$ cat config.mk
export PLATFORM = sky130hd
export DESIGN_NAME = cpu_trace_buffer
export DESIGN_NICKNAME = d
export VERILOG_FILES = /design/src/rtl/cpu_dbg_pkg.sv /design/src/rtl/trace_ram.sv /design/src/rtl/cpu_trace_buffer.sv
export SDC_FILE = /design/constraint.sdc
export NUM_CORES = 1
export LEC_CHECK = 0
export BUFFER_PORTS_ARGS = -buffer_cell sky130_fd_sc_hd__buf_2
export CAP_MARGIN = 0
export CORE_ASPECT_RATIO = 0.75
export CORE_MARGIN = 2
export CORE_UTILIZATION = 55
export DETAILED_ROUTE_END_ITERATION = 12
export PLACE_DENSITY = 0.75
export SLEW_MARGIN = 0
export SYNTH_ARGS = -nofsm -noshare
export SYNTH_HDL_FRONTEND = slang
export SYNTH_SLANG_ARGS = --single-unit
export TNS_END_PERCENT = 5
$ cat constraint.sdc
create_clock -name clk -period 4.6 [get_ports clk]
set_clock_uncertainty 0.2 [all_clocks]
set_input_delay 1.15 -clock clk [delete_from_list [all_inputs] [get_ports clk]]
set_output_delay 1.15 -clock clk [all_outputs]
set_load 0.01 [all_outputs]
$ cat src/rtl/cpu_dbg_pkg.sv
// Shared debug definitions for the CPU trace buffer: opcodes, state/mode encodings
// and the trace entry width helper.
package cpu_dbg_pkg;

  localparam logic [4:0] OP_HALT = 5'b00001;

  typedef enum logic [1:0] {
    ST_IDLE  = 2'b00,
    ST_ARMED = 2'b01,
    ST_POST  = 2'b10,
    ST_DONE  = 2'b11
  } trace_state_e;

  typedef enum logic [1:0] {
    MODE_PC    = 2'b00,
    MODE_HALT  = 2'b01,
    MODE_MEMWR = 2'b10,
    MODE_IMM   = 2'b11
  } trace_mode_e;

  function automatic int entry_w(input int pc_w, input int ir_w, input int ad_w,
                                 input int data_w);
    return pc_w + ir_w + 1 + ad_w + data_w;
  endfunction

endpackage

$ cat src/rtl/trace_ram.sv
// Simple dual-port trace storage: synchronous write, registered read (1 cycle).
// A same-address read and write in one cycle return the old content.
module trace_ram #(
  parameter int DEPTH = 16,
  parameter int WIDTH = 8
) (
  input  logic                     clk,
  input  logic                     we_i,
  input  logic [$clog2(DEPTH)-1:0] waddr_i,
  input  logic [WIDTH-1:0]         wdata_i,
  input  logic                     re_i,
  input  logic [$clog2(DEPTH)-1:0] raddr_i,
  output logic [WIDTH-1:0]         rdata_o
);

  logic [WIDTH-1:0] mem_q [DEPTH];
  logic [WIDTH-1:0] rdata_q;

  always_ff @(posedge clk) begin
    if (we_i) mem_q[waddr_i] <= wdata_i;
    if (re_i) rdata_q <= mem_q[raddr_i];
  end

  assign rdata_o = rdata_q;

endmodule

$ cat src/rtl/cpu_trace_buffer.sv
// On-chip CPU trace capture: circular sample buffer with mode-selected trigger and a
// post-trigger window, read back oldest-first with one cycle of latency.
module cpu_trace_buffer
  import cpu_dbg_pkg::*;
#(
  parameter int PC_W       = 8,
  parameter int IR_W       = 16,
  parameter int AD_W       = 8,
  parameter int DATA_W     = 16,
  parameter int DEPTH      = 16,
  parameter int POST_DEPTH = 8
) (
  input  logic                                          clk,
  input  logic                                          reset,
  input  logic                                          arm,
  input  logic [1:0]                                    mode,
  input  logic [PC_W-1:0]                               trig_pc,
  input  logic                                          smp_valid,
  input  logic [PC_W-1:0]                               smp_pc,
  input  logic [IR_W-1:0]                               smp_ir,
  input  logic                                          smp_we,
  input  logic [AD_W-1:0]                               smp_addr,
  input  logic [DATA_W-1:0]                             smp_data,
  input  logic                                          rd_en,
  input  logic [$clog2(DEPTH)-1:0]                      rd_idx,
  output logic                                          rd_valid,
  output logic [entry_w(PC_W, IR_W, AD_W, DATA_W)-1:0]  rd_data,
  output logic [1:0]                                    state,
  output logic                                          done,
  output logic [$clog2(DEPTH):0]                        count,
  output logic [$clog2(DEPTH)-1:0]                      trig_idx
);

  localparam int ENTRY_W = entry_w(PC_W, IR_W, AD_W, DATA_W);
  localparam int IW      = $clog2(DEPTH);
  localparam logic [IW:0]   FULL   = (IW+1)'(DEPTH);
  localparam logic [IW-1:0] POST_N = IW'(POST_DEPTH);

  trace_state_e  state_q, state_d;
  logic [IW-1:0] wr_ptr_q, wr_ptr_d;
  logic [IW:0]   count_q, count_d;
  logic [IW-1:0] post_cnt_q, post_cnt_d;
  logic [IW-1:0] trig_idx_q, trig_idx_d;
  logic [IW:0]   trig_calc;
  logic          rd_valid_q, rd_hit_q;
  logic          wr_en, trig;
  logic [IW-1:0] base, rd_addr;
  logic [ENTRY_W-1:0] wr_data, ram_dout;

  always_comb begin
    trig = 1'b0;
    case (mode)
      MODE_PC:    trig = (smp_pc == trig_pc);
      MODE_HALT:  trig = (smp_ir[IR_W-1 -: 5] == OP_HALT);
      MODE_MEMWR: trig = smp_we;
      MODE_IMM:   trig = 1'b1;
      default:    trig = 1'b0;
    endcase
  end

  always_comb begin
    state_d    = state_q;
    wr_ptr_d   = wr_ptr_q;
    count_d    = count_q;
    post_cnt_d = post_cnt_q;
    trig_idx_d = trig_idx_q;
    trig_calc  = '0;
    wr_en      = 1'b0;
    // arm overrides everything, including a coincident trigger sample
    if (arm) begin
      state_d    = ST_ARMED;
      wr_ptr_d   = '0;
      count_d    = '0;
      post_cnt_d = '0;
      trig_idx_d = '0;
    end else if (smp_valid && (state_q == ST_ARMED || state_q == ST_POST)) begin
      wr_en    = 1'b1;
      wr_ptr_d = wr_ptr_q + IW'(1);
      if (count_q != FULL) count_d = count_q + (IW+1)'(1);
      if (state_q == ST_ARMED && trig) begin
        if (POST_DEPTH == 0) begin
          state_d = ST_DONE;
        end else begin
          state_d    = ST_POST;
          post_cnt_d = POST_N;
        end
      end else if (state_q == ST_POST) begin
        post_cnt_d = post_cnt_q - IW'(1);
        if (post_cnt_q == IW'(1)) state_d = ST_DONE;
      end
      if (state_d == ST_DONE) begin
        trig_calc  = count_d - (IW+1)'(POST_DEPTH + 1);
        trig_idx_d = trig_calc[IW-1:0];
      end
    end
  end

  always_ff @(posedge clk) begin
    if (!reset) begin
      state_q    <= ST_IDLE;
      wr_ptr_q   <= '0;
      count_q    <= '0;
      post_cnt_q <= '0;
      trig_idx_q <= '0;
      rd_valid_q <= 1'b0;
      rd_hit_q   <= 1'b0;
    end else begin
      state_q    <= state_d;
      wr_ptr_q   <= wr_ptr_d;
      count_q    <= count_d;
      post_cnt_q <= post_cnt_d;
      trig_idx_q <= trig_idx_d;
      rd_valid_q <= rd_en;
      rd_hit_q   <= rd_en && ({1'b0, rd_idx} < count_q);
    end
  end

  // Once full, the oldest entry sits at the next write slot.
  assign base    = (count_q == FULL) ? wr_ptr_q : '0;
  assign rd_addr = base + rd_idx;
  assign wr_data = {smp_pc, smp_ir, smp_we, smp_addr, smp_data};

  trace_ram #(
    .DEPTH (DEPTH),
    .WIDTH (ENTRY_W)
  ) u_ram (
    .clk     (clk),
    .we_i    (wr_en),
    .waddr_i (wr_ptr_q),
    .wdata_i (wr_data),
    .re_i    (rd_en),
    .raddr_i (rd_addr),
    .rdata_o (ram_dout)
  );

  assign rd_valid = rd_valid_q;
  assign rd_data  = rd_hit_q ? ram_dout : '0;
  assign state    = state_q;
  assign done     = (state_q == ST_DONE);
  assign count    = count_q;
  assign trig_idx = trig_idx_q;

endmodule

Yosys cells after proc, flatten, opt, wreduce, memory -nomap -nowiden
Memories as Yosys holds them, arrays and structs flattened. A register that Yosys moved wholly into a read port is not among the register bits.
Cells that the tools add are included.
Word-level totals
  bits in registers: 21
  memory bits (writable): 784
  input port bits: 68
  word-level logic and storage cells: 57
  memories kept: 1
Memory list
  u_ram.mem_q: words 16, width 49, rd ports 1, clocked after Yosys merged registers in 1, wr ports 1, line trace_ram.sv:16  | logic [WIDTH-1:0] mem_q [DEPTH];
Operators by class
  add/subtract/negate cells: 5
  $lt $le $gt $ge: 1
  eq/ne operators: 12
  multiplexer cells: 19
  bitwise operators: 1
  reductions and logical operators: 10
Operator list (number)
  2-to-1 mux 49 bit: 1
  2-to-1 mux 5 bit: 3
  2-to-1 mux 4 bit: 3
  equality test 2 bit, second input constant: 5
  2-to-1 mux 2 bit: 5
  equality test 8 bit: 1
  2-to-1 mux 1 bit: 6
  adder 5 x 1 -> 5 bit, second input constant: 1
  equality test 5 x 1 -> 1 bit, second input constant: 1
  equality test 5 bit, second input constant: 1
  less-than comparator 4 x 5 -> 1 bit: 1
  inequality test 5 bit, second input constant: 1
  adder 4 x 1 -> 4 bit, second input constant: 1
  adder 4 bit: 1
  equality test 2 x 1 -> 1 bit, second input constant: 2
  equality test 4 x 1 -> 1 bit, second input constant: 1
  one-hot mux 1 bit (4 select lines): 1
  AND reduction 2 bit: 2
  nonzero test 2 bit: 2
  subtractor 4 x 1 -> 4 bit, second input constant: 1
  subtractor 4 bit, second input constant: 1
  logical AND 1 bit: 3
  logical NOT 2 bit: 1
  OR reduction 2 bit: 1
  other kinds (2): 2

Logic depth before layout (Yosys ltp)
Gate-level depths: netlist (run 1).
  word-level depth: 8
  depth in mapped cells: 13

By module
A second synthesis (run 1) with hierarchy kept.
Second synthesis, totals
  cell total of the unflattened synthesis: 1490
  area, all modules: 32643.8 um^2
By module, submodules not included
  trace_ram: instances 1, cells an instance 1268, area each 30827.1 um^2, seq. area each 25014.0 um^2
  cpu_trace_buffer: instances 1, cells an instance 222, area each 1816.7 um^2, seq. area each 420.4 um^2

Worst setup path before layout (run 1)
Ideal clock, no wire load.
  path kind: input-to-reg
  start: input port smp_valid
  end: memory u_ram.mem_q[12][0] in the netlist's numbering, enable pin
  data arrival time: 4.047 ns
  path slack: -0.103 ns
  cell stages on the path: 5
  buffers on the path: 2
  cells stage by stage: nor2b_1 > clkbuf_1 > clkbuf_1 > nand2_1 > nor2_1
On the way
  word-level cells in the longest chain between the ends: 5
Ends and longest elaborated chain
  start, declared: line cpu_trace_buffer.sv:18  | input logic smp_valid,
  logical AND 1 bit: line cpu_trace_buffer.sv:76  | end else if (smp_valid && (state_q == ST_ARMED || state_q == ST_POST)) begin
  2-to-1 mux 1 bit: line cpu_trace_buffer.sv:76
  2-to-1 mux 1 bit: line cpu_trace_buffer.sv:70  | if (arm) begin
  2-to-1 mux 1 bit: line trace_ram.sv:20  | if (we_i) mem_q[waddr_i] <= wdata_i;
  2-to-1 mux 1 bit (not written as such): line trace_ram.sv:20
  end, declared: line trace_ram.sv:16
Every way passes these cells.

Final worst setup path (run 1)
  start: register count_q[0], in the netlist count[0]
  end: register u_ram.rdata_q[8], in the netlist u_ram.rdata_o[8], read port of u_ram.mem_q, data pin
On the way
  word-level cells in the longest chain between the ends: 3
Ends and longest elaborated chain
  start, declared: line cpu_trace_buffer.sv:41  | logic [IW:0] count_q, count_d;
  start signal, assigned: line cpu_trace_buffer.sv:110  | count_q <= count_d;
  equality test 5 bit: line cpu_trace_buffer.sv:119  | assign base = (count_q == FULL) ? wr_ptr_q : '0;
  2-to-1 mux 4 bit: line cpu_trace_buffer.sv:119
  adder 4 bit: line cpu_trace_buffer.sv:120  | assign rd_addr = base + rd_idx;
  end, declared: line trace_ram.sv:17  | logic [WIDTH-1:0] rdata_q;
Every way passes these cells.
A chain may end at the register's enable or synchronous reset.

==> results of run 1 <==
routing by layer:
metal | vias to the layer above | part of all wire (%) | routed length [um]
met5 | - | 0.076 | 55
met1 | 8629 | 40 | 29200
li1 | 6884 | - | -
met2 | 667 | 50 | 36200
met3 | 141 | 7.3 | 5290
met4 | 8 | 2.4 | 1710
critical path, cell delays in order, from the launching register on:
cell	delay, ns
sky130_fd_sc_hd__dfxtp_1	0.45
sky130_fd_sc_hd__inv_1	0.13
sky130_fd_sc_hd__ha_1	0.22
sky130_fd_sc_hd__and4bb_2	0.31
sky130_fd_sc_hd__and2_1	0.21
sky130_fd_sc_hd__ha_4	0.17
sky130_fd_sc_hd__fa_4	0.88
sky130_fd_sc_hd__buf_12	0.33
sky130_fd_sc_hd__mux4_2	0.37
sky130_fd_sc_hd__and2_1	0.18
sky130_fd_sc_hd__a211oi_1	0.26
sky130_fd_sc_hd__a31oi_1	0.07
synthesized netlist by cell type, drive strengths merged, types with 2 or more instances:
cell / count / area (sq um)
ha: 18 / 225
a211o: 3 / 26.3
o21a: 2 / 15.0
a21oi: 13 / 65.1
nor2b: 4 / 25.0
nand2b: 3 / 18.8
and4bb: 2 / 25.0
clkbuf: 35 / 131
xnor2: 9 / 78.8
inv: 10 / 37.5
buf: 49 / 277
a211oi: 54 / 405
and2: 102 / 638
mux4: 196 / 4410
or3: 3 / 18.8
nand2: 114 / 428
nor3: 6 / 30.0
nor4: 3 / 18.8
and3: 5 / 31.3
xor2: 12 / 105
nand4: 2 / 12.5
nor3b: 2 / 15.0
a31oi: 49 / 307
a21o: 3 / 22.5
edfxtp: 833 / 25000
dfxtp: 21 / 420
nor2: 25 / 93.8
nand3: 2 / 10.0
worst min-delay path by stage:
stage / from / end / slack [ns]
finish: post_cnt_q[1] / post_cnt_q[1] / 0.32
global route: post_cnt_q[1] / post_cnt_q[1] / 0.36
CTS: post_cnt_q[1] / post_cnt_q[1] / 0.32
detailed placement: post_cnt_q[1] / post_cnt_q[1] / 0.31
global placement: post_cnt_q[1] / post_cnt_q[1] / 0.29
floorplan: post_cnt_q[1] / post_cnt_q[1] / 0.28
kinds of logic after synthesis:
logic type	Yosys count	share of synthesized area, %
xor gates and xnor gates	22	0.632
buffers and inverters	94	1.35
and+or+nand+nor	276	4.20
adders and majority gates	19	0.742
DFF	854	76.9
AOI/OAI and AO/OA	132	2.76
muxes	197	13.4
registers in the layout (all words and copies together), names as in the netlist:
signal,cells
rd_valid,1
post_cnt_q,4
u_ram.rdata_o,49
rd_hit_q,1
count,5
state,2
u_ram.mem_q,784
wr_ptr_q,4
trig_idx,4
power breakdown:
part,internal [mW],switching (mW)
combinational,0.279,0.390
clock,3.26,2.70
sequential,8.59,0.0233
total,12.1,3.11
area by class of cell:
class / instances / area (sq um)
clock inverters: 34 / 210
fillers: 3971 / 21600
repair buffers: 181 / 1400
multi-input cells: 646 / 7350
diodes: 2 / 5.00
clock buffers: 104 / 2090
flip-flops and latches: 854 / 25400
well taps: 790 / 988
inverters: 10 / 37.5
==> metrics.txt, run 1 <==
# TYPE chip_impl_metric gauge
chip_impl_info{name="run_status",value="finished clean"} 1
chip_impl_metric{name="async_flop_share",unit="%"} 0
chip_impl_metric{name="crit_required",unit="ns"} 4.76
chip_impl_metric{name="fp.coreArea",unit="sq mm"} 0.0592
chip_impl_metric{name="report.final.slew_viol_count",unit=""} 0
chip_impl_metric{name="global_route.usage.met3",unit="%"} 4.71
chip_impl_metric{name="grt_antenna_before_repair",unit=""} 4
chip_impl_info{name="layout_common_cells",value="833 x sky130_fd_sc_hd__edfxtp_1, 196 x sky130_fd_sc_hd__mux4_2, 129 x sky130_fd_sc_hd__buf_2, 114 x sky130_fd_sc_hd__nand2_1, 102 x sky130_fd_sc_hd__and2_1"} 1
chip_impl_metric{name="tightest_slew",unit="ns"} 0.952
chip_impl_info{name="holdCritPathClass",value="reg2reg"} 1
chip_impl_metric{name="final_layout_size_suffix_gt1_share",unit="%"} 27.5
chip_impl_metric{name="avgRoutedWirePerCell",unit="um"} 27.6
chip_impl_metric{name="drt_wl_total",unit="mm"} 72.4
chip_impl_metric{name="globalRoute.totalOverflow",unit=""} 0
chip_impl_info{name="crit_type",value="reg2reg"} 1
chip_impl_info{name="clock_tree_from_tritoncts",value="yes"} 1
chip_impl_metric{name="fin_tns_setup",unit="ns"} 0
chip_impl_metric{name="post_synth_num_cell_types",unit=""} 45
chip_impl_metric{name="grt_first_pass_wirelength",unit="mm"} 106
chip_impl_metric{name="postSynthAreaPerCell",unit="sq um"} 20.7
chip_impl_metric{name="clkSinkCount",unit=""} 854
chip_impl_metric{name="die_width",unit="um"} 287
chip_impl_metric{name="grt_pass1_vias",unit=""} 16300
chip_impl_metric{name="route.detailed.drc",unit=""} 0
chip_impl_metric{name="grtUsageMet1",unit="%"} 33.0
chip_impl_metric{name="report.final.hold_viol_count",unit=""} 0
chip_impl_metric{name="mappedNetlistNets",unit=""} 1681
chip_impl_metric{name="worst_ep_arrival_time",unit="ns"} 4.25
chip_impl_metric{name="layout_worst_path_cycle_share",unit="%"} 88.8
chip_impl_metric{name="whs",unit="ns"} 0.321
chip_impl_metric{name="yosys_register_bits",unit=""} 854
chip_impl_metric{name="gpl.final_weighted_congestion",unit=""} 0.767
chip_impl_metric{name="fin_area",unit="sq mm"} 0.0375
chip_impl_metric{name="final_critical_path_setup_slack",unit="ns"} 0.514
chip_impl_info{name="ys_dominant_reg_cell",value="sky130_fd_sc_hd__edfxtp_1"} 1
chip_impl_metric{name="relSlewSlack",unit="%"} 36.5
chip_impl_metric{name="ios",unit=""} 130
chip_impl_metric{name="area.growth.synth_to_final",unit="%"} 13.5
chip_impl_metric{name="detailedPlacementHpwl",unit="mm"} 35.0
chip_impl_metric{name="tritoncts.num_buffers",unit=""} 79
chip_impl_metric{name="post-cts-setup-buffer-count",unit=""} 0
chip_impl_metric{name="regToRegSetupSlack",unit="ns"} 0.51
chip_impl_metric{name="placedInstanceArea",unit="sq mm"} 0.0352
chip_impl_info{name="layout.cells.most_common",value="sky130_fd_sc_hd__edfxtp_1"} 1
chip_impl_metric{name="io_buffers",unit=""} 129
chip_impl_metric{name="synth.cell_area",unit="sq mm"} 0.0331
chip_impl_metric{name="postSynthCellCount",unit=""} 1594
chip_impl_metric{name="place.detailed.instances",unit=""} 2481
chip_impl_metric{name="maxCapViolations",unit=""} 0
chip_impl_metric{name="post_cts_resized",unit=""} 0
chip_impl_metric{name="seq_area_frac_synth",unit="%"} 76.9
chip_impl_metric{name="detailedPlace.worstSlack",unit="ns"} 0.544
chip_impl_info{name="cts_root_cell",value="sky130_fd_sc_hd__clkbuf_16"} 1
chip_impl_metric{name="p_total",unit="mW"} 15.2
chip_impl_metric{name="ir_drop_worst_vdd",unit="V"} 0.000291
chip_impl_metric{name="worst_hold_path.num_cells",unit=""} 2
chip_impl_info{name="grt_setup_unrepaired",value="no"} 1
chip_impl_info{name="crit_start",value="count[0]"} 1
chip_impl_metric{name="grtUsageTotal",unit="%"} 23.6
chip_impl_metric{name="drtPass1Iterations",unit=""} 5
chip_impl_metric{name="globalRouteMet2Util",unit="%"} 38.4
chip_impl_metric{name="num_rows",unit=""} 77
chip_impl_metric{name="synth_enable_flop_cells",unit=""} 833
chip_impl_metric{name="path_max_fanout",unit=""} 65
chip_impl_metric{name="ctsLongestPathBuffers",unit=""} 3
chip_impl_metric{name="vias",unit=""} 16300
chip_impl_metric{name="clkSlewWorstSetupHoldPaths",unit="ns"} 0.06
chip_impl_metric{name="holdBufCountCts",unit=""} 0
chip_impl_metric{name="starting_density_of_the_core",unit="%"} 55.9
chip_impl_metric{name="die_height",unit="um"} 216
chip_impl_metric{name="htreeDepth",unit=""} 3
chip_impl_metric{name="antenna_violating_nets_post_route",unit=""} 0
chip_impl_metric{name="clock_latency",unit="ns"} 0.62
chip_impl_info{name="globalRoute.busiestLayer",value="met2"} 1
chip_impl_metric{name="power.density_cell_area",unit="mW/mm^2"} 406
chip_impl_metric{name="routed_via_density",unit=""} 6.23
chip_impl_info{name="startpoint_type",value="register"} 1
chip_impl_metric{name="synthesis.yosys.warnings",unit=""} 0
chip_impl_metric{name="cellLeakagePower",unit="nW"} 12.1
chip_impl_metric{name="setup_violations",unit=""} 0
chip_impl_metric{name="max_freq",unit="GHz"} 0.245
chip_impl_metric{name="nets",unit=""} 1859
chip_impl_metric{name="dieArea",unit="sq mm"} 0.0621
chip_impl_metric{name="layout.cells.non_filler",unit=""} 2621
chip_impl_info{name="setup.worst_path.end",value="u_ram.rdata_o[8]"} 1
chip_impl_metric{name="r2r.worst_path.cells",unit=""} 11
chip_impl_metric{name="post_layout_minimum_cycle_time",unit="ns"} 4.09
chip_impl_metric{name="dr.first_iter.drc_count",unit=""} 1732
chip_impl_info{name="cp-end-kind",value="register"} 1
chip_impl_metric{name="finish.utilization",unit="%"} 63.4
chip_impl_info{name="r2r-start",value="count[0]"} 1
chip_impl_metric{name="grt_start_max_net_pins",unit=""} 99
chip_impl_info{name="regToRegEndpoint",value="u_ram.rdata_o[8]"} 1
(Power assumes the default switching activity.)
==> inputs of run 2 (changes only) <==
- BUFFER_PORTS_ARGS: -buffer_cell sky130_fd_sc_hd__buf_2 -> not set
- CORE_UTILIZATION: 55 -> 57
- DONT_BUFFER_PORTS: not set -> 1
==> metrics.txt, run 2 (synthesis gave the netlist of run 1 again) <==
# TYPE chip_impl_metric gauge
chip_impl_info{name="clock_tree_from_tritoncts",value="yes"} 1
chip_impl_info{name="grt_setup_unrepaired",value="no"} 1
chip_impl_metric{name="post_cts_resized",unit=""} 0
chip_impl_metric{name="whs",unit="ns"} 0.319
chip_impl_metric{name="setup_violations",unit=""} 0
chip_impl_metric{name="worst_ep_arrival_time",unit="ns"} 4.52
chip_impl_metric{name="fillerInstances",unit=""} 3626
chip_impl_metric{name="detailedPlacementHpwl",unit="mm"} 35.7
chip_impl_metric{name="layout.cells.non_filler",unit=""} 2475
chip_impl_info{name="run_status",value="finished clean"} 1
chip_impl_metric{name="relSlewSlack",unit="%"} 23.5
chip_impl_metric{name="routed_via_density",unit=""} 6.47
chip_impl_info{name="cp-end-kind",value="register"} 1
chip_impl_metric{name="p_total",unit="mW"} 15.4
chip_impl_metric{name="area.growth.synth_to_final",unit="%"} 11.7
chip_impl_metric{name="multi_input_area",unit="sq mm"} 0.00735
chip_impl_metric{name="fp.coreArea",unit="sq mm"} 0.0573
chip_impl_metric{name="final_layout_size_suffix_gt1_share",unit="%"} 21.7
chip_impl_metric{name="globalRoute.totalOverflow",unit=""} 0
chip_impl_metric{name="grt_first_pass_wirelength",unit="mm"} 108
chip_impl_metric{name="avgRoutedWirePerCell",unit="um"} 29.7
chip_impl_metric{name="route.detailed.drc",unit=""} 0
chip_impl_info{name="holdCritPathClass",value="reg2reg"} 1
chip_impl_info{name="crit_type",value="reg2reg"} 1
chip_impl_metric{name="drtPass1Iterations",unit=""} 5
chip_impl_metric{name="clock_latency",unit="ns"} 0.62
chip_impl_metric{name="die_height",unit="um"} 213
chip_impl_metric{name="starting_density_of_the_core",unit="%"} 57.7
chip_impl_metric{name="dr.first_iter.drc_count",unit=""} 2066
chip_impl_metric{name="crit_required",unit="ns"} 4.75
chip_impl_metric{name="place.detailed.instances",unit=""} 2335
chip_impl_info{name="regMostFlops",value="u_ram.mem_q"} 1
chip_impl_metric{name="power.density_cell_area",unit="mW/mm^2"} 417
chip_impl_metric{name="vias",unit=""} 16000
chip_impl_metric{name="clkSinkCount",unit=""} 854
chip_impl_metric{name="tritoncts.num_buffers",unit=""} 80
chip_impl_metric{name="die_width",unit="um"} 282
chip_impl_metric{name="fin_tns_setup",unit="ns"} 0
chip_impl_metric{name="htreeDepth",unit=""} 3
chip_impl_metric{name="path_max_fanout",unit=""} 20
chip_impl_metric{name="antenna_violating_nets_post_route",unit=""} 0
chip_impl_metric{name="clkSlewWorstSetupHoldPaths",unit="ns"} 0.06
chip_impl_metric{name="grt_pass1_vias",unit=""} 16500
chip_impl_metric{name="ir_drop_worst_vdd",unit="V"} 0.000253
chip_impl_info{name="cts_root_cell",value="sky130_fd_sc_hd__clkbuf_16"} 1
chip_impl_metric{name="largest_register_ff_count",unit=""} 784
chip_impl_metric{name="gpl.final_weighted_congestion",unit=""} 0.743
chip_impl_metric{name="report.final.hold_viol_count",unit=""} 0
chip_impl_metric{name="dieArea",unit="sq mm"} 0.0600
chip_impl_metric{name="cellLeakagePower",unit="nW"} 11.5
chip_impl_info{name="startpoint_type",value="register"} 1
chip_impl_metric{name="holdBufCountCts",unit=""} 0
chip_impl_info{name="layout_common_cells",value="833 x sky130_fd_sc_hd__edfxtp_1, 196 x sky130_fd_sc_hd__mux4_2, 114 x sky130_fd_sc_hd__nand2_1, 102 x sky130_fd_sc_hd__and2_1, 83 x sky130_fd_sc_hd__clkbuf_16"} 1
chip_impl_metric{name="drt_wl_total",unit="mm"} 73.5
chip_impl_metric{name="grt_antenna_before_repair",unit=""} 3
chip_impl_metric{name="post-cts-setup-buffer-count",unit=""} 0
chip_impl_metric{name="number_of_inserted_diodes",unit=""} 0
chip_impl_metric{name="io_buffers",unit=""} 0
chip_impl_metric{name="ios",unit=""} 130
chip_impl_metric{name="nets",unit=""} 1724
chip_impl_metric{name="ctsLongestPathBuffers",unit=""} 3
chip_impl_metric{name="grt_start_max_net_pins",unit=""} 99
chip_impl_metric{name="tightest_slew",unit="ns"} 1.15
chip_impl_metric{name="layout_worst_path_cycle_share",unit="%"} 95.0
chip_impl_metric{name="num_rows",unit=""} 76
chip_impl_metric{name="maxCapViolations",unit=""} 0
chip_impl_metric{name="max_freq",unit="GHz"} 0.229
chip_impl_metric{name="grtUsageTotal",unit="%"} 25.2
chip_impl_metric{name="post_layout_minimum_cycle_time",unit="ns"} 4.37
chip_impl_metric{name="report.final.slew_viol_count",unit=""} 0
chip_impl_metric{name="final-seq-area",unit="sq mm"} 0.0254
chip_impl_info{name="layout.cells.most_common",value="sky130_fd_sc_hd__edfxtp_1"} 1
-- run 2: power by group --
part | internal, mW | switching [mW]
combinational | 0.247 | 0.275
sequential | 8.59 | 0.0285
clock | 3.52 | 2.73
-- run 2: stage by stage --
stage	utilization [%]	setup WS, ns	area (sq um)
after global routing	64.4	0.0946	36900
final	64.4	0.228	36900
after CTS	64.4	0.233	36900
after detailed placement	60.2	0.233	34500
after floorplan	-	-0.103	33100
after global placement	60.2	0.403	34500
-- run 2: worst paths after layout --
| path | startpoint | to | slack (ns) | depth (start not counted) |
|---|---|---|---|---|
| setup / recovery | count[0] | u_ram.rdata_o[17] | 0.23 | 11 |
| hold / removal | post_cnt_q[1] | post_cnt_q[1] | 0.32 | 2 |
| setup reg to reg | count[0] | u_ram.rdata_o[17] | 0.23 | 11 |
| hold reg to reg | post_cnt_q[1] | post_cnt_q[1] | 0.32 | 2 |
-- run 2: cell type report --
cell class                      instances  share of cell area (%)
Timing Repair Buffer                   45                    1.93
Sequential cell                       854                    68.9
Clock buffer                          102                    5.82
Clock inverter                         38                   0.762
Multi-Input combinational cell        646                    19.9
Inverter                               10                   0.102
Tap cell                              780                    2.64
-- run 2: worst max-delay path: stages (launching register included) --
cell	delay (ns)
sky130_fd_sc_hd__dfxtp_1	0.52
sky130_fd_sc_hd__inv_1	0.16
sky130_fd_sc_hd__ha_1	0.23
sky130_fd_sc_hd__and4bb_2	0.31
sky130_fd_sc_hd__and2_1	0.21
sky130_fd_sc_hd__ha_4	0.17
sky130_fd_sc_hd__fa_4	0.93
sky130_fd_sc_hd__buf_4	0.36
sky130_fd_sc_hd__buf_4	0.31
sky130_fd_sc_hd__mux4_2	0.33
sky130_fd_sc_hd__a211oi_1	0.30
sky130_fd_sc_hd__a31oi_1	0.07
-- run 2: layer usage --
metal	global-route usage (%)	share of wire (%)	vias to the layer above
met5	0	0.058	-
met4	7.06	2.4	4
met1	35.0	39	8446
met3	6.00	9.6	130
met2	40.8	49	842
li1	-	-	6601
==> inputs of run 3 (changes only) <==
- GPL_TIMING_DRIVEN: not set -> 0
- clock period: 4.6 -> 3.6 ns (I/O delays scaled with it)
==> metrics.txt, run 3 (synthesis gave the netlist of run 1 again) <==
# TYPE chip_impl_metric gauge
chip_impl_metric{name="grtUsageTotal",unit="%"} 25.5
chip_impl_info{name="holdCritPathClass",value="in2reg"} 1
chip_impl_metric{name="tritoncts.num_buffers",unit=""} 79
chip_impl_metric{name="worst_ep_arrival_time",unit="ns"} 3.70
chip_impl_metric{name="max_freq",unit="GHz"} 0.282
chip_impl_metric{name="io_buffers",unit=""} 0
chip_impl_metric{name="ir_drop_worst_vdd",unit="V"} 0.000323
chip_impl_metric{name="crit_required",unit="ns"} 3.75
chip_impl_metric{name="clkSlewWorstSetupHoldPaths",unit="ns"} 0.07
chip_impl_info{name="regToRegEndpoint",value="u_ram.rdata_o[29]"} 1
chip_impl_metric{name="dieArea",unit="sq mm"} 0.0600
chip_impl_metric{name="finish.utilization",unit="%"} 66.2
chip_impl_info{name="grt_setup_unrepaired",value="yes"} 1
chip_impl_metric{name="regToRegSetupSlack",unit="ns"} 0.05
chip_impl_metric{name="drtPass1Iterations",unit=""} 5
chip_impl_metric{name="tightest_slew",unit="ns"} 1.43
chip_impl_metric{name="gpl.final_weighted_congestion",unit=""} 0.785
chip_impl_info{name="cts_root_cell",value="sky130_fd_sc_hd__clkbuf_16"} 1
chip_impl_metric{name="htreeDepth",unit=""} 3
chip_impl_info{name="clock_tree_from_tritoncts",value="yes"} 1
chip_impl_metric{name="ctsLongestPathBuffers",unit=""} 3
chip_impl_metric{name="layout_worst_path_cycle_share",unit="%"} 98.7
chip_impl_metric{name="path_max_fanout",unit=""} 7
chip_impl_metric{name="worst_hold_path.num_cells",unit=""} 0
chip_impl_metric{name="clkSinkCount",unit=""} 854
chip_impl_metric{name="critical_path_max_stage_delay",unit="ns"} 0.56
chip_impl_metric{name="starting_density_of_the_core",unit="%"} 57.7
chip_impl_metric{name="route.detailed.drc",unit=""} 0
chip_impl_metric{name="relSlewSlack",unit="%"} 4.02
chip_impl_info{name="crit_start",value="count[1]"} 1
chip_impl_metric{name="fin_tns_setup",unit="ns"} 0
chip_impl_metric{name="num_rows",unit=""} 76
chip_impl_metric{name="detailedPlacementHpwl",unit="mm"} 45.7
chip_impl_metric{name="grt_antenna_before_repair",unit=""} 1
chip_impl_info{name="r2r-start",value="count[1]"} 1
chip_impl_metric{name="setup_violations",unit=""} 0
chip_impl_metric{name="area.growth.synth_to_final",unit="%"} 14.9
chip_impl_metric{name="dr.first_iter.drc_count",unit=""} 2025
chip_impl_metric{name="power.density_cell_area",unit="mW/mm^2"} 519
chip_impl_metric{name="largest_register_ff_count",unit=""} 784
chip_impl_info{name="run_status",value="finished clean"} 1
chip_impl_info{name="cp-end-kind",value="register"} 1
chip_impl_metric{name="routed_via_density",unit=""} 6.46
chip_impl_info{name="regMostFlops",value="u_ram.mem_q"} 1
chip_impl_info{name="layout.cells.most_common",value="sky130_fd_sc_hd__edfxtp_1"} 1
chip_impl_metric{name="grt_first_pass_wirelength",unit="mm"} 109
chip_impl_metric{name="report.final.slew_viol_count",unit=""} 0
chip_impl_info{name="startpoint_type",value="register"} 1
chip_impl_metric{name="clock_latency",unit="ns"} 0.62
chip_impl_metric{name="vias",unit=""} 16500
chip_impl_metric{name="grt_start_max_net_pins",unit=""} 51
chip_impl_metric{name="nets",unit=""} 1809
chip_impl_metric{name="detailedPlace.worstSlack",unit="ns"} -1.43
chip_impl_metric{name="antenna_violating_nets_post_route",unit=""} 0
chip_impl_info{name="crit_type",value="reg2reg"} 1
chip_impl_metric{name="die_height",unit="um"} 213
chip_impl_metric{name="avgRoutedWirePerCell",unit="um"} 29.2
chip_impl_info{name="worst_path_max_delay_cell",value="sky130_fd_sc_hd__fa_2"} 1
chip_impl_metric{name="r2r.worst_path.cells",unit=""} 13
chip_impl_metric{name="final_critical_path_setup_slack",unit="ns"} 0.0480
chip_impl_metric{name="cellLeakagePower",unit="nW"} 12.0
chip_impl_metric{name="ios",unit=""} 130
chip_impl_info{name="setup.worst_path.end",value="u_ram.rdata_o[29]"} 1
chip_impl_metric{name="post_layout_minimum_cycle_time",unit="ns"} 3.55
chip_impl_metric{name="holdBufCountCts",unit=""} 0
chip_impl_metric{name="final_layout_size_suffix_gt1_share",unit="%"} 27.2
chip_impl_metric{name="report.final.hold_viol_count",unit=""} 0
chip_impl_info{name="timing.critical_path.mode_cell",value="sky130_fd_sc_hd__buf_12"} 1
chip_impl_metric{name="globalRoute.totalOverflow",unit=""} 0
chip_impl_info{name="crit_path_cell_trace",value="inv_2, ha_4, and4bb_4, and2_4, ha_4, fa_2, buf_12, buf_12, buf_12, clkbuf_16, mux4_2, a211oi_4, a31oi_1"} 1
chip_impl_metric{name="drt_wl_total",unit="mm"} 74.8
chip_impl_metric{name="fillerInstances",unit=""} 3545
chip_impl_info{name="layout_common_cells",value="833 x sky130_fd_sc_hd__edfxtp_1, 196 x sky130_fd_sc_hd__mux4_2, 114 x sky130_fd_sc_hd__nand2_1, 100 x sky130_fd_sc_hd__and2_1, 84 x sky130_fd_sc_hd__clkbuf_16"} 1
chip_impl_metric{name="die_width",unit="um"} 282
chip_impl_metric{name="fp.coreArea",unit="sq mm"} 0.0573
chip_impl_metric{name="grt_pass1_vias",unit=""} 16500
chip_impl_metric{name="maxCapViolations",unit=""} 0
## run 3: per-layer routing
metal | track usage, % | part of all wire [%]
met1 | 36.8 | 40
met2 | 39.7 | 48
met3 | 5.49 | 8.9
met4 | 8.22 | 3.1
met5 | 0 | 0.015
## run 3: layout make-up
class	count	area, sq um	area share, %
Antenna cell	1	2.50	0.00659
Buffer	82	671	1.77
Clock buffer	99	2090	5.52
Clock inverter	37	288	0.758
Inverter	10	40.0	0.105
Multi-Input combinational cell	646	7590	20.0
Sequential cell	854	25400	67.0
Tap cell	780	976	2.57
Timing Repair Buffer	49	871	2.29
## run 3: worst min-delay path by stage
stage / start / endpoint / slack [ns]
final: smp_ir[10] / u_ram.mem_q[13][35] / 0.17
after global routing: smp_pc[0] / u_ram.mem_q[0][41] / 0.14
after CTS: smp_ir[13] / u_ram.mem_q[8][38] / 0.15
after detailed placement: post_cnt_q[1] / post_cnt_q[1] / 0.32
after global placement: post_cnt_q[1] / post_cnt_q[1] / 0.29
after floorplan: post_cnt_q[1] / post_cnt_q[1] / 0.28
## run 3: where the power goes
part / switching [mW] / leakage (nW) / internal (mW) / total, mW
sequential: 0.0201 / 7.70 / 11.0 / 11.0
clock: 3.49 / 1.17 / 4.40 / 7.90
combinational: 0.447 / 3.13 / 0.372 / 0.819
total: 3.96 / 12.0 / 15.8 / 19.7
## run 3: worst max-delay path: cells and delay by family (launching register included)
family / cells / cell delay, ns
fa+ha+maj: 3 / 0.88
flops: 1 / 0.40
buf+inv: 5 / 0.61
simple gates: 2 / 0.37
compound gates: 2 / 0.44
mux: 1 / 0.36
## run 3: repair_timing
item	in CTS	in global routing
hold endpoints to repair	0	0
cloned	2	1
pin swaps	11	4
endpoints found under the setup margin	134	65
setup buffers	12	1
gates resized for setup	160	11
## run 3: per-stage QoR
stage               instances  total power [mW]  hold slack (ns)  instance area [sq um]
global placement         2374              11.9            0.295                  34100
finish                   2558              19.7            0.174                  38000
detailed placement       2407              11.9            0.319                  34800
floorplan                1594              11.7            0.281                  33100
global route             2557              20.2            0.143                  38000
CTS                      2556              19.8            0.145                  37900
